<file path="src/rtl/ex_div_stallreq_pkg.sv">
// Shared definitions for the EX-stage iterative divider and its stall request.
package ex_div_stallreq_pkg;

    localparam int unsigned DIV_ITER = 32;

    // Stall request levels seen by the stall controller
    localparam logic STOP   = 1'b1;
    localparam logic NOSTOP = 1'b0;

    typedef enum logic [1:0] {
        IDLE   = 2'b00,
        BYZERO = 2'b01,
        ON     = 2'b10,
        END    = 2'b11
    } div_state_e;

endpackage

</file>
<file path="src/rtl/ex_div_stallreq_div_step.sv">
// One restoring-division step: shift the next dividend bit into the partial
// remainder and subtract the divisor when it fits.
module ex_div_stallreq_div_step
    import ex_div_stallreq_pkg::*;
#(
    parameter int unsigned WIDTH = DIV_ITER
) (
    input  logic [WIDTH-1:0] rem_i,
    input  logic             bit_i,
    input  logic [WIDTH-1:0] divisor_i,
    output logic [WIDTH-1:0] rem_o,
    output logic             q_o
);

    logic [WIDTH:0] partial;
    logic [WIDTH:0] divisor_ext;

    // Trial subtraction; the remainder always stays below the divisor so it fits WIDTH bits
    always_comb begin
        partial     = {rem_i, bit_i};
        divisor_ext = {1'b0, divisor_i};
        q_o         = (partial >= divisor_ext);
        rem_o       = q_o ? WIDTH'(partial - divisor_ext) : WIDTH'(partial);
    end

endmodule

</file>
<file path="src/rtl/ex_div_stallreq.sv">
// Iterative radix-2 restoring divider for the EX stage, driving the EX stall
// request. Optional macro DIV_BYZERO_FAST_EN short-cuts zero divisors via BYZERO.
module ex_div_stallreq
    import ex_div_stallreq_pkg::*;
#(
    parameter int unsigned WIDTH = DIV_ITER,
    parameter int unsigned CNT_W = 6
) (
    input  logic             clk,
    input  logic             rst,
    input  logic             start_i,
    input  logic             annul_i,
    input  logic             signed_i,
    input  logic [0:WIDTH-1] dividend_i,
    input  logic [0:WIDTH-1] divisor_i,
    output logic [0:WIDTH-1] quot_o,
    output logic [0:WIDTH-1] rem_o,
    output logic             ready_o,
    output logic             stallreq_fr_ex_o
);

    div_state_e       state;
    logic [CNT_W-1:0] cnt;
    logic [WIDTH-1:0] dvd_q;     // abs dividend shifting out, quotient bits shifting in
    logic [WIDTH-1:0] dsr_q;
    logic [WIDTH-1:0] prem_q;
    logic [WIDTH-1:0] raw_q;
    logic             neg_quo_q;
    logic             neg_rem_q;
    logic             zero_q;

    logic [WIDTH-1:0] dvd_in, dsr_in, dvd_abs, dsr_abs;
    logic             dvd_neg, dsr_neg, accept;
    logic [WIDTH-1:0] step_rem, uq, fin_q, fin_r;
    logic             step_q;

    // Operand conditioning and acceptance
    always_comb begin
        dvd_in  = dividend_i;
        dsr_in  = divisor_i;
        dvd_neg = signed_i & dvd_in[WIDTH-1];
        dsr_neg = signed_i & dsr_in[WIDTH-1];
        dvd_abs = dvd_neg ? -dvd_in : dvd_in;
        dsr_abs = dsr_neg ? -dsr_in : dsr_in;
        accept  = (state == IDLE) && start_i && !annul_i;
    end

    // Stall request: held through the divide, released in END or on annul
    always_comb begin
        stallreq_fr_ex_o = NOSTOP;
        if (accept || (((state == ON) || (state == BYZERO)) && !annul_i))
            stallreq_fr_ex_o = STOP;
    end

    ex_div_stallreq_div_step #(.WIDTH(WIDTH)) u_step (
        .rem_i     (prem_q),
        .bit_i     (dvd_q[WIDTH-1]),
        .divisor_i (dsr_q),
        .rem_o     (step_rem),
        .q_o       (step_q)
    );

    // Final result including sign fix-up; a zero divisor bypasses the fix-up
    always_comb begin
        uq    = {dvd_q[WIDTH-2:0], step_q};
        fin_q = neg_quo_q ? -uq : uq;
        fin_r = neg_rem_q ? -step_rem : step_rem;
        if (zero_q) begin
            fin_q = '1;
            fin_r = raw_q;
        end
    end

    // Control FSM, iteration datapath and registered outputs
    always_ff @(posedge clk) begin
        if (rst) begin
            state     <= IDLE;
            cnt       <= '0;
            dvd_q     <= '0;
            dsr_q     <= '0;
            prem_q    <= '0;
            raw_q     <= '0;
            neg_quo_q <= 1'b0;
            neg_rem_q <= 1'b0;
            zero_q    <= 1'b0;
            quot_o    <= '0;
            rem_o     <= '0;
            ready_o   <= 1'b0;
        end else begin
            ready_o <= 1'b0;
            case (state)
                IDLE: begin
                    if (accept) begin
                        dvd_q     <= dvd_abs;
                        dsr_q     <= dsr_abs;
                        prem_q    <= '0;
                        raw_q     <= dvd_in;
                        neg_quo_q <= dvd_neg ^ dsr_neg;
                        neg_rem_q <= dvd_neg;
                        zero_q    <= (dsr_in == '0);
                        cnt       <= '0;
                        if (dsr_in == '0) begin
`ifdef DIV_BYZERO_FAST_EN
                            state <= BYZERO;
`else
                            state <= ON;
`endif
                        end else begin
                            state <= ON;
                        end
                    end
                end
                ON: begin
                    if (annul_i) begin
                        state <= IDLE;
                    end else begin
                        prem_q <= step_rem;
                        dvd_q  <= {dvd_q[WIDTH-2:0], step_q};
                        cnt    <= cnt + CNT_W'(1);
                        if (cnt == CNT_W'(WIDTH - 1)) begin
                            state   <= END;
                            quot_o  <= fin_q;
                            rem_o   <= fin_r;
                            ready_o <= 1'b1;
                        end
                    end
                end
                BYZERO: begin
                    if (annul_i) begin
                        state <= IDLE;
                    end else begin
                        state   <= END;
                        quot_o  <= fin_q;
                        rem_o   <= fin_r;
                        ready_o <= 1'b1;
                    end
                end
                END: begin
                    state <= IDLE;
                end
                default: begin
                    state <= IDLE;
                end
            endcase
        end
    end

endmodule

</file>
<file path="config.mk">
export PLATFORM = sky130hd
export DESIGN_NAME = ex_div_stallreq
export DESIGN_NICKNAME = d
export VERILOG_FILES = /design/src/rtl/ex_div_stallreq_pkg.sv /design/src/rtl/ex_div_stallreq_div_step.sv /design/src/rtl/ex_div_stallreq.sv
export SDC_FILE = /design/constraint.sdc
export NUM_CORES = 1
export LEC_CHECK = 0
export ABC_AREA = 1
export CORE_ASPECT_RATIO = 0.9
export CORE_UTILIZATION = 50
export DETAILED_ROUTE_END_ITERATION = 16
export PLACE_DENSITY_LB_ADDON = 0.12
export SYNTH_ARGS = -nofsm -noshare
export SYNTH_HDL_FRONTEND = slang
export SYNTH_SLANG_ARGS = --single-unit
</file>
<file path="constraint.sdc">
create_clock -name clk -period 3.6 [get_ports clk]
set_clock_uncertainty 0.15 [all_clocks]
set_input_delay 0.72 -clock clk [delete_from_list [all_inputs] [get_ports clk]]
set_output_delay 0.72 -clock clk [all_outputs]
set_load 0.02 [all_outputs]
</file>
==> results of run 1 <==
-- worst paths after layout --
| path | startpoint | end | slack (ns) | cells past startpoint |
|---|---|---|---|---|
| max | prem_q[23]$_SDFFE_PP0P_ | quot_o[7]$_SDFFE_PP0P_ | 0.13 | 24 |
| max reg2reg | prem_q[23]$_SDFFE_PP0P_ | quot_o[7]$_SDFFE_PP0P_ | 0.13 | 24 |
| min | dvd_q[29]$_SDFFE_PP0P_ | dvd_q[29]$_SDFFE_PP0P_ | 0.31 | 2 |
| min reg2reg | dvd_q[29]$_SDFFE_PP0P_ | dvd_q[29]$_SDFFE_PP0P_ | 0.31 | 2 |
-- per-stage QoR --
step	hold WS (ns)	TNS, ns	cells	setup slack (ns)
floorplan	0.295	0	2197	0.0472
global placement	0.302	-0.142	2793	-0.0744
detailed placement	0.307	-0.373	2793	-0.132
CTS	0.317	0	2838	0.00229
global route	0.346	-0.222	2847	-0.0905
finish	0.315	0	2847	0.134
-- registers in the layout, indices dropped and copies added (netlist names) --
| register | flops |
|---|---|
| rem_o | 32 |
| dvd_q | 32 |
| dsr_q | 32 |
| ready_o | 1 |
| neg_quo_q | 1 |
| prem_q | 32 |
| raw_q | 32 |
| neg_rem_q | 1 |
| quot_o | 32 |
| zero_q | 1 |
| cnt | 6 |
| state | 2 |
-- worst min-delay path: stages (launching register included) --
cell,delay [ns]
sky130_fd_sc_hd__dfxtp_1,0.31
sky130_fd_sc_hd__nand2_1,0.06
sky130_fd_sc_hd__a21oi_1,0.05
-- layout by cell type (no fill, tap or decap), types with 7 or more instances in the layout --
cell type	n
sky130_fd_sc_hd__nand2_1	499
sky130_fd_sc_hd__a21oi_1	237
sky130_fd_sc_hd__inv_1	236
sky130_fd_sc_hd__buf_4	209
sky130_fd_sc_hd__o21ai_0	166
sky130_fd_sc_hd__dfxtp_1	163
sky130_fd_sc_hd__nor2_1	161
sky130_fd_sc_hd__clkdlybuf4s50_1	133
sky130_fd_sc_hd__nand3_1	113
sky130_fd_sc_hd__nand2_2	70
sky130_fd_sc_hd__xor2_1	57
sky130_fd_sc_hd__dfxtp_2	41
sky130_fd_sc_hd__inv_2	37
sky130_fd_sc_hd__ha_4	32
sky130_fd_sc_hd__nor3_1	28
sky130_fd_sc_hd__clkbuf_16	23
sky130_fd_sc_hd__nand4_1	22
sky130_fd_sc_hd__o221ai_1	22
sky130_fd_sc_hd__nor2_2	21
sky130_fd_sc_hd__nand3_2	20
sky130_fd_sc_hd__o211ai_1	19
sky130_fd_sc_hd__nand2_4	15
sky130_fd_sc_hd__xnor2_1	13
sky130_fd_sc_hd__a31oi_1	12
sky130_fd_sc_hd__nor2_4	11
sky130_fd_sc_hd__nand3b_1	11
sky130_fd_sc_hd__a21oi_2	10
sky130_fd_sc_hd__ha_1	9
sky130_fd_sc_hd__o21ai_1	8
sky130_fd_sc_hd__nor4_1	7
sky130_fd_sc_hd__or2_2	7
-- layout make-up --
cell class / count / area (um2)
clock inverter: 13 / 113
fill: 2456 / 8840
sequential: 204 / 4140
multi-input combinational: 1616 / 9060
clock buffer: 29 / 638
tap: 354 / 443
inverter: 281 / 1060
timing repair buffer: 350 / 3020
-- power breakdown --
group	internal, mW	switching [mW]
logic	2.91	4.80
clock network	1.34	1.04
registers	2.63	0.288
total	6.87	6.12
-- layer usage --
metal / track usage / routed length, um
met1: 0.535 / 24900
met2: 0.509 / 22000
met3: 0.0925 / 5190
met4: 0.0786 / 1000
met5: 0 / 0
-- cell families (layout without fill, tap and decap cells) --
family                   Yosys count  in the layout  synth area share
flip-flops                       204            204             0.290
adder cells (fa/ha/maj)           42             42            0.0378
XOR/XNOR                          70             70            0.0435
AO/OA/AOI/OAI                    501            501             0.197
AND/OR/NAND/NOR                 1003           1003             0.325
buffers and inverters            377            673             0.106
-- timing repair --
item | 4_1_cts | 5_1_grt
setup buffers | 3 | 9
setup endpoints to repair | 6 | 39
gates resized for setup | 10 | 142
pin swaps | 2 | 39
==> results list, run 1 <==
- Placed standard-cell area: 17000 um2
- # diodes: 0
* Clock tree root buffer cell: sky130_fd_sc_hd__clkbuf_16
- Average wire length per cell after detail routing: 18.7 um
- For this run, the total global-route usage over all layers was measured as 0.358.
* Master of the slowest instance on the critical path: sky130_fd_sc_hd__dfxtp_1
- RSZ-0062 raised after global routing: yes
- In this run the power density over the cells is 704 nW/um2.
- After floorplanning, the core was divided into 57 placement rows.
* Total wire length after detailed routing: 53.1 mm
- Achievable Freq: 0.288 GHz
- At the end of routability-driven placement, the weighted congestion stood at 1.01.
* Netlist area before placement: 14100 um2
* Post-route design area: 18500 um2
- Ranked by total cell area, the synthesized netlist is headed by sky130_fd_sc_hd__dfxtp_1 29%, sky130_fd_sc_hd__nand2_1 14%, sky130_fd_sc_hd__a21oi_1 8.5%.
- Depth of the CTS H-tree: 1
* Iteration count of the initial detailed-routing pass: 6
- The die is 161 um tall.
* Latest clock arrival within the worst-skew pair: 0.53 ns
* Proportion of layout cells with a drive suffix above 1: 0.216
- Number of routed nets with antenna violations: 0
* Critical Path End Type: register
- Type of the tightest min-delay check: register to register
* Area growth syn-to-layout: 31.1%
- Worst slew margin relative to its limit: 0.239
- Register bit total from synthesis: 204
- The first routing iteration left 1682 violations.
* Num Clock Sinks: 204
- Die X-Extent: 179 um
- After clock tree synthesis, the flow added hold-fix buffers numbering 0.
* Total power consumption of the routed design: 13.0 mW
- Synthesized Nets: 2308
- Area share of the leading cell type in the synthesized netlist: 0.290
- Maxcap violations: 0
- Area of the die: 28800 um2
- Number of flops mapped to enable cells by yosys: 0
- Worst Tran Pin Value: 1.14 ns
* Detailed placer's ending HPWL: 39.7 mm
- Worst vdd rail ir drop: 0.437 mV
- Clock-pin slew was measured on the worst setup and hold paths at 0.07 ns.
* Proportion of synthesized chip area in sequential cells: 0.290
- Counting the buffers created by CTS gives 23.
* CTS tree: built
- Along the worst path, the maximum fanout reaches 4.
* Period utilisation layout: 0.963
- List of most frequent post-synthesis cells: 529 x sky130_fd_sc_hd__nand2_1, 259 x sky130_fd_sc_hd__inv_1, 240 x sky130_fd_sc_hd__a21oi_1, 204 x sky130_fd_sc_hd__dfxtp_1, 169 x sky130_fd_sc_hd__o21ai_0
* Warning count from the yosys run: 0
- Gr ovfl total: 0
- For this run, the slowest stage of the critical path takes 0.38 ns.
* Count of endpoints failing setup in the final report: 0
* Vias in the first global route: 14300
- After synthesis, the mean cell area works out to 6.41 um2.
* Number of slew-limit violations in the final report: 0
- Initial cell density of the core: 0.516
* Fraction of registers with async set/reset: 0
- Data on the critical path is required at its endpoint by 3.86 ns.
- Post-Route Utilization: 0.676
* CP delay by family, top: simple AND/OR/NAND/NOR gates
* Arr. time, crit path: 3.73 ns
* Distinct cell type count of the synthesized netlist: 57
* Most frequent cell on the critical path: sky130_fd_sc_hd__nand2_1
- Count of boundary I/O pins: 135
* Library cell occupying the most area in the post-synthesis netlist: sky130_fd_sc_hd__dfxtp_1
* Core Area: 27300 um2
* Crit path time final: 3.47 ns
- In the routed layout, each cell is associated on average with a via count of 5.60.
* Hold violation total from the final report: 0
- After detailed routing, the number of remaining DRC violations is 0.
- In the synthesized netlist the dominant register cell turns out to be sky130_fd_sc_hd__dfxtp_1.
- Port buffering added 134 buffers.
- By startpoint and endpoint, the worst setup path is classified as register to register.
- Cell-by-cell trace of the critical path: ha_4, nand2_1, nand2_1, a21oi_2, nand2_2, nand2_2, nand2_2, nor2_4, nand2_4, inv_4, ha_4, nand3_2, nand3b_1, nor3_2, nand2_1, nor2_1, nand3_1, nor2_1, nand2_1, nor3_2, nor2_1, xor2_1, o221ai_1, inv_1
* Initial antenna violation count: 0
* Critical path startpoint category: register
* Number of instances in the synthesized netlist: 2197
* Clock Tree Buf Depth: 3
- Count leader, synth: sky130_fd_sc_hd__nand2_1
- Total Nets Final: 2587
* Largest net degree at the start of global routing: 81
- Static Leakage: 8.53 nW
* Global-route wire length before repair: 79.7 mm
- Together, buffers and inverters on the worst path number 2.
- Status: completed
- Across all layers, the routed design uses 15900 vias.
Note: power is estimated with default switching activity, not from simulation.
==> run 2: changes to the inputs <==
Settings changed: CAP_MARGIN from default to 25.
==> results list, run 2 (synthesized netlist as in run 1, its figures left out) <==
* Status: completed
- Total of buffers placed on input and output ports: 134 (unchanged)
- The number of endpoints with negative hold slack in the final report is 0 (unchanged).
- The die area came to 28800 um2 (unchanged).
- Setup TNS Final: 0 ns (unchanged)
- The worst register-to-register path begins at prem_q[8]$_SDFFE_PP0P_.
* Arr. time, crit path: 3.74 ns (about the same)
- R2r setup slk: 0.12 ns (about the same)
- Worst slew margin relative to its limit: 0.340 (+0.101)
* Clock Tree Buf Depth: 3 (unchanged)
- The final max-slew violation count was 0 (unchanged).
* PwrDens: 701 nW/um2 (-0.41%)
* # rows: 57 (unchanged)
- Footprint of the multi-input gates: 9060 um2 (about the same)
- The total length of routed wires came to 53.0 mm (-0.23%).
* Static Leakage: 8.55 nW (+0.24%)
* Largest net degree at the start of global routing: 81 (unchanged)
- Highest-count cells in the layout ignoring fill and taps: 496 x sky130_fd_sc_hd__nand2_1, 238 x sky130_fd_sc_hd__a21oi_1, 235 x sky130_fd_sc_hd__inv_1
- The via-per-instance ratio is 5.58 (-0.33%).
- The total DRC errors in the routed layout is 0 (unchanged).
- The global-route usage over all layers was 0.358 (unchanged).
- The count of filler cells inserted in the layout came to 2447 (-0.37%).
* Worst vdd rail ir drop: 0.437 mV (about the same)
* Count of cells along the worst register-to-register path: 24 (unchanged)
* Achievable Freq: 0.287 GHz (-0.37%)
- The worst setup path is launched from a register.
* Worst hold margin: 0.318 ns (+0.00301 ns)
- The total placed instance area came to 17000 um2 (unchanged).
- The worst hold path terminates at dsr_q[31]$_SDFFE_PP0P_.
- Post-route setup slack: 0.121 ns (-0.0130 ns)
* Clock tree root buffer cell: sky130_fd_sc_hd__clkbuf_16
* Via count: 15900 (-0.26%)
- Critical path required time: 3.86 ns (about the same)
- The count of maximum capacitance violations came to 0 (unchanged).
- Average wire length per cell after detail routing: 18.6 um (-0.30%)
* Global-route wire length before repair: 79.7 mm (unchanged)
* Critical Path End Type: register
- Type of the tightest min-delay check: register to register
- Total Nets Final: 2589 (+0.077%)
- The die span in y was 161 um (unchanged).
- Number of routed nets with antenna violations: 0 (unchanged)
* Cell depth of the worst hold path: 2 (unchanged)
* Crit Reg-Reg Endpoint: quot_o[7]$_SDFFE_PP0P_
* Count of endpoints failing setup in the final report: 0 (unchanged)
- The critical path is of the register to register type.
- The clock input transition at the sequential cells of the worst setup and hold paths is 0.07 ns (about the same).
- Vias in the first global route: 14300 (unchanged)
- The placement-stage worst setup slack is -0.132 ns (unchanged).
* CTS tree: built
* RD Place Congestion: 1.01 (unchanged)
- TritonCTS buffer count: 23 (unchanged)
* Crit path time final: 3.48 ns (+0.0130 ns)
* Hold path startpoint: dsr_q[31]$_SDFFE_PP0P_
* Most common library cell in the layout ignoring fill and taps: sky130_fd_sc_hd__nand2_1
* RSZ-0062 raised after global routing: yes
- Period utilisation layout: 0.967 (+0.00361)
* Die X-Extent: 179 um (unchanged)
- The sink count of the clock tree came to 204 (unchanged).
* Initial antenna violation count: 0 (unchanged)
- Detailed placer's ending HPWL: 39.7 mm (unchanged)
- The area growth from synthesis to layout is 31.4%.
- Proportion of layout cells with a drive suffix above 1: 0.217 (+0.00103)
- Max Fanout on Critical Path: 3 (-1)
- Worst Tran Pin Value: 0.990 ns (-0.150 ns)
- Core Area: 27300 um2 (unchanged)
- The number of iterations in the first detailed-routing pass was 5 (-1).
* Count of boundary I/O pins: 135 (unchanged)
- Depth of the CTS H-tree: 1 (unchanged)
* Initial cell density of the core: 0.516 (unchanged)
* Total power consumption of the routed design: 13.0 mW (-0.19%)
- DRC marker count from the first detailed-route iteration: 1630 (-3.1%)
* # diodes: 0 (unchanged)
* Gr ovfl total: 0 (unchanged)
* Latest clock arrival within the worst-skew pair: 0.53 ns (about the same)
- Hold_buf cts: 0 (unchanged)
- The footprint of the flip-flops and latches was 4130 um2 (about the same).
- The final instance area came to 18500 um2 (+0.22%).
-- run 2: cell count changes in the layout (fill, tap and decap cells not counted) --
cell,before,now
sky130_fd_sc_hd__buf_6,3,2
sky130_fd_sc_hd__dfxtp_1,163,165
sky130_fd_sc_hd__inv_1,236,235
sky130_fd_sc_hd__buf_4,209,210
sky130_fd_sc_hd__a21oi_1,237,238
sky130_fd_sc_hd__nand2_4,15,14
sky130_fd_sc_hd__nand2_2,70,74
sky130_fd_sc_hd__dfxtp_2,41,39
sky130_fd_sc_hd__nand2_1,499,496
sky130_fd_sc_hd__a21oi_2,10,9
sky130_fd_sc_hd__inv_2,37,38
sky130_fd_sc_hd__buf_12,4,5
sky130_fd_sc_hd__buf_16,0,1
-- run 2: repair_timing --
action	CTS	global route
pin swaps	2	39
setup endpoints to repair	6	37
buffers inserted	3	10
gates resized for setup	10	144
-- run 2: power breakdown --
group	switching, mW	internal (mW)	leakage [nW]
Sequential	0.287	2.63	1.68
Combinational	4.77	2.92	6.51
Clock	1.04	1.34	0.366
Total	6.09	6.88	8.55
-- run 2: layer usage --
metal	track usage	part of all wire	vias up
met5	0	0	-
met4	0.0786	0.018	0
met3	0.0925	0.11	64
met2	0.509	0.41	766
met1	0.535	0.46	7325
li1	-	-	7735
-- run 2: critical path, stage by stage (launching register included) --
cell and delay (ns):
sky130_fd_sc_hd__dfxtp_1 0.45, sky130_fd_sc_hd__ha_4 0.25, sky130_fd_sc_hd__nand2_1 0.13, sky130_fd_sc_hd__nor2_1 0.08
sky130_fd_sc_hd__nand2_1 0.09, sky130_fd_sc_hd__inv_1 0.06, sky130_fd_sc_hd__nand2_2 0.07, sky130_fd_sc_hd__nand2_2 0.08
sky130_fd_sc_hd__nand2_4 0.08, sky130_fd_sc_hd__nand2_4 0.06, sky130_fd_sc_hd__inv_4 0.07, sky130_fd_sc_hd__ha_4 0.14
sky130_fd_sc_hd__nand3_2 0.08, sky130_fd_sc_hd__nand3b_1 0.22, sky130_fd_sc_hd__nor3_2 0.20, sky130_fd_sc_hd__nand2_1 0.10
sky130_fd_sc_hd__nor2_1 0.11, sky130_fd_sc_hd__nand3_1 0.10, sky130_fd_sc_hd__nor2_1 0.11, sky130_fd_sc_hd__nand2_1 0.08
sky130_fd_sc_hd__nor3_2 0.19, sky130_fd_sc_hd__nor2_1 0.07, sky130_fd_sc_hd__xor2_1 0.16, sky130_fd_sc_hd__o221ai_1 0.16
sky130_fd_sc_hd__inv_1 0.07
-- run 2: final cells by class --
cell class / count / share of cell area
Sequential cell: 204 / 0.223
Inverter: 281 / 0.0573
Timing Repair Buffer: 352 / 0.165
Clock buffer: 29 / 0.0345
Tap cell: 354 / 0.0239
Multi-Input combinational cell: 1616 / 0.489
Clock inverter: 13 / 0.00608
-- run 2: worst max path at each step --
stage / start / to / slack [ns] / depth (start not counted)
final: prem_q[8]$_SDFFE_PP0P_ / quot_o[7]$_SDFFE_PP0P_ / 0.12 / 24
after global routing: prem_q[22]$_SDFFE_PP0P_ / quot_o[3]$_SDFFE_PP0P_ / -0.09 / 24
after CTS: dsr_q[8]$_SDFFE_PP0P_ / quot_o[7]$_SDFFE_PP0P_ / 0.002 / 27
after detailed placement: dsr_q[14]$_SDFFE_PP0P_ / quot_o[7]$_SDFFE_PP0P_ / -0.13 / 27
after global placement: dsr_q[22]$_SDFFE_PP0P_ / quot_o[3]$_SDFFE_PP0P_ / -0.07 / 25
after floorplan: dsr_q[22]$_SDFFE_PP0P_ / quot_o[3]$_SDFFE_PP0P_ / 0.05 / 26
-- run 2: through the flow --
step                      utilization  cells
final                           0.678   2849
after detailed placement        0.623   2793
after global placement          0.623   2793
after CTS                       0.654   2838
after global routing            0.678   2849
after floorplan                     -   2197
==> run 3: changes to the inputs <==
Settings changed: MAX_ROUTING_LAYER from default to met4.
==> results list, run 3 (synthesized netlist as in run 1, its figures left out) <==
* Static Leakage: 8.62 nW (+0.76%)
* Critical path startpoint category: register
- The area inside the core boundary came to 27300 um2 (unchanged).
* Post-Route Utilization: 0.680 (+0.00215)
- The number of antenna violations at the first check in global routing was 0 (unchanged).
* Worst slew margin relative to its limit: 0.373 (+0.0330)
- Cell count along the critical path: 21 (-13%)
- The global-route usage over all layers came to 0.369 (+0.0109).
- The final non-filler cell total is 2860 (+0.39%).
- Setup repair after global routing could not meet its margin everywhere.
* Vias in the first global route: 14200 (-0.70%)
* Total power consumption of the routed design: 13.3 mW (+2.8%)
- The slack of the worst reg-to-reg path is 0.08 ns (-0.04 ns).
- The critical path buffer and inverter count came to 2 (-1).
- The number of iterations in the first detailed-routing pass was 6 (+1).
* Remaining design rule violation count: 0 (unchanged)
- The worst-case clock buffer depth came to 3 (unchanged).
- Die X-Extent: 179 um (unchanged)
- TritonCTS buffer count: 24 (+4.3%)
- The hold path depth came to 2 (unchanged).
* Detailed placer's ending HPWL: 40.0 mm (+0.56%)
- In this design, the largest share of critical-path delay is due to simple AND/OR/NAND/NOR gates.
- The footprint of the flip-flops and latches was 4120 um2 (-0.36%).
- CTS tree: built
- The clock period minus worst slack came to 3.52 ns (+0.0444 ns).
- The startpoint identified for the worst hold timing path is dsr_q[31]$_SDFFE_PP0P_.
* Period utilisation layout: 0.979 (+0.0123)
* Initial cell density of the core: 0.516 (unchanged)
- The row count is 57 (unchanged).
- The count of filler cells inserted in the layout was 2434 (-0.53%).
* Maxcap violations: 0 (unchanged)
- The final instance area came to 18600 um2 (+0.32%).
* Largest net degree at the start of global routing: 92 (+14%)
* PwrDens: 718 nW/um2 (+2.5%)
* Number of routed nets with antenna violations: 0 (unchanged)
* Setup slack at placement: -0.210 ns (-0.0781 ns)
- The slew at the pin closest to its max-slew limit came to 0.941 ns (-0.0495 ns).
* Number of slew-limit violations in the final report: 0 (unchanged)
- The detailed-route via count came to 16000 (+0.71%).
- Placed standard-cell area: 17100 um2 (+0.59%)
* Path type of the worst setup path: register to register
- The total number of H-tree levels was 1 (unchanged).
- The largest voltage drop on the vdd net is 0.531 mV (+21%).
* Clock transition time at the flip-flop clock pins of the worst setup and hold paths: 0.06 ns (about the same)
- Gr ovfl total: 0 (unchanged)
* Vertical die dimension: 161 um (unchanged)
* Highest-count cells in the layout ignoring fill and taps: 498 x sky130_fd_sc_hd__nand2_1, 242 x sky130_fd_sc_hd__inv_1, 237 x sky130_fd_sc_hd__a21oi_1
- Clock tree synthesis selected as its root buffer the cell sky130_fd_sc_hd__clkbuf_16.
- R2R Path Start: dsr_q[29]$_SDFFE_PP0P_
- Average wire length per cell after detail routing: 18.5 um (-0.66%)
- The run finished with clean final reports.
- The setup slack after layout is 0.0762 ns (-0.0444 ns).
- Max Fanout on Critical Path: 21 (+18)
- Worst-case hold path end point: dsr_q[31]$_SDFFE_PP0P_
- Latest clock arrival within the worst-skew pair: 0.53 ns (about the same)
- Achievable Freq: 0.284 GHz (-1.3%)
- Area growth syn-to-layout: 31.8%
- DRC marker count from the first detailed-route iteration: 1824 (+12%)
- Global-route wire length before repair: 80.0 mm (+0.34%)
- The area of the multi-input gates is 9040 um2 (-0.21%).
- The number of cells traversed by the worst register-to-register path came to 21 (-13%).
- For this design, the slowest cell found on the critical path is sky130_fd_sc_hd__buf_4.
- The total length of routed wires was 52.9 mm (-0.28%).
- In this run the critical register-to-register path is captured at rem_o[7]$_SDFFE_PP0P_.
- STA classifies the critical path endpoint as a register.
* Critical path required time: 3.91 ns (+0.05 ns)
* Area of the die: 28800 um2 (unchanged)
* Proportion of layout cells with a drive suffix above 1: 0.210 (-0.00694)
- The number of input and output port buffers inserted is 134 (unchanged).
- The count of final setup violators was 0 (unchanged).
- Most common library cell in the layout ignoring fill and taps: sky130_fd_sc_hd__nand2_1
- The number of cells after detailed placement came to 2807 (+0.50%).
* Count of boundary I/O pins: 135 (unchanged)
- # diodes: 0 (unchanged)
- The worst endpoint data arrival time came to 3.83 ns (+0.09 ns).
* Average via count per standard cell: 5.60 (+0.32%)
- Critical path's largest stage delay: 0.38 ns (-0.07 ns)
- The cell that appears most often on the critical path is sky130_fd_sc_hd__nand2_2.
- RD Place Congestion: 0.971 (-4.1%)
- The min-delay analysis places its worst path in the category register to register.
* Hold violation total from the final report: 0 (unchanged)
- Num Clock Sinks: 204 (unchanged)
- Total Nets Final: 2601 (+0.46%)
- Cell-by-cell trace of the critical path: inv_1, ha_1, nand2_2, nor2_1, a21oi_2, nand2_2, nor2_4, buf_4, nand3_1, nand2_2, ha_1, nand2_2, nor2_2, nand2_2, nor2_4, nand3_2, nand2_2, nand2_1, nand2_1, nand3_1, a21oi_2
-- run 3: timing repair --
item | CTS | global route
gates resized for setup | 32 | 93
pin swaps | 6 | 31
endpoints found under the setup margin | 5 | 35
buffers inserted | 10 | 2
hold buffers | 0 | 0
-- run 3: layer usage --
layer,track usage,wire length [um],vias up
met4,0.0713,1030,0
met3,0.0466,5070,76
met2,0.509,21800,737
met5,-,0,-
met1,0.566,25000,7421
li1,-,-,7769
-- run 3: final cells by class --
class,instances,share of cell area
clock buffer,31,0.0371
clock inverter,11,0.00647
inverter,281,0.0570
multi-input combinational,1616,0.487
sequential,204,0.222
tap,354,0.0239
timing repair buffer,363,0.167
-- run 3: through the flow --
| stage | hold WS [ns] | TNS [ns] |
|---|---|---|
| global route | 0.332 | -0.298 |
| finish | 0.314 | 0 |
| detailed placement | 0.309 | -0.562 |
| global placement | 0.301 | -0.262 |
| floorplan | 0.295 | 0 |
| CTS | 0.317 | 0 |
-- run 3: worst max path at each step --
stage / from / slack (ns) / endpoint
CTS: dvd_q[31]$_SDFFE_PP0P_ / 0.004 / rem_o[7]$_SDFFE_PP0P_
global route: dsr_q[2]$_SDFFE_PP0P_ / -0.09 / quot_o[7]$_SDFFE_PP0P_
floorplan: dsr_q[22]$_SDFFE_PP0P_ / 0.05 / quot_o[3]$_SDFFE_PP0P_
global placement: dsr_q[20]$_SDFFE_PP0P_ / -0.12 / quot_o[3]$_SDFFE_PP0P_
detailed placement: dsr_q[18]$_SDFFE_PP0P_ / -0.21 / quot_o[7]$_SDFFE_PP0P_
finish: dsr_q[29]$_SDFFE_PP0P_ / 0.08 / rem_o[7]$_SDFFE_PP0P_
-- run 3: where the power goes --
group	internal [mW]	switching (mW)	total (mW)
Clock	1.49	1.02	2.51
Combinational	3.09	4.83	7.92
Sequential	2.62	0.282	2.91
Total	7.20	6.14	13.3
-- run 3: worst reg2reg max path: stages, from the launching register on --
cell and delay (ns):
sky130_fd_sc_hd__dfxtp_1 0.33, sky130_fd_sc_hd__inv_1 0.10, sky130_fd_sc_hd__ha_1 0.35, sky130_fd_sc_hd__nand2_2 0.10, sky130_fd_sc_hd__nor2_1 0.07, sky130_fd_sc_hd__a21oi_2 0.14, sky130_fd_sc_hd__nand2_2 0.07, sky130_fd_sc_hd__nor2_4 0.12
sky130_fd_sc_hd__buf_4 0.38, sky130_fd_sc_hd__nand3_1 0.21, sky130_fd_sc_hd__nand2_2 0.15, sky130_fd_sc_hd__ha_1 0.19, sky130_fd_sc_hd__nand2_2 0.06, sky130_fd_sc_hd__nor2_2 0.13, sky130_fd_sc_hd__nand2_2 0.10, sky130_fd_sc_hd__nor2_4 0.13
sky130_fd_sc_hd__nand3_2 0.13, sky130_fd_sc_hd__nand2_2 0.13, sky130_fd_sc_hd__nand2_1 0.07, sky130_fd_sc_hd__nand2_1 0.06, sky130_fd_sc_hd__nand3_1 0.15, sky130_fd_sc_hd__a21oi_2 0.16
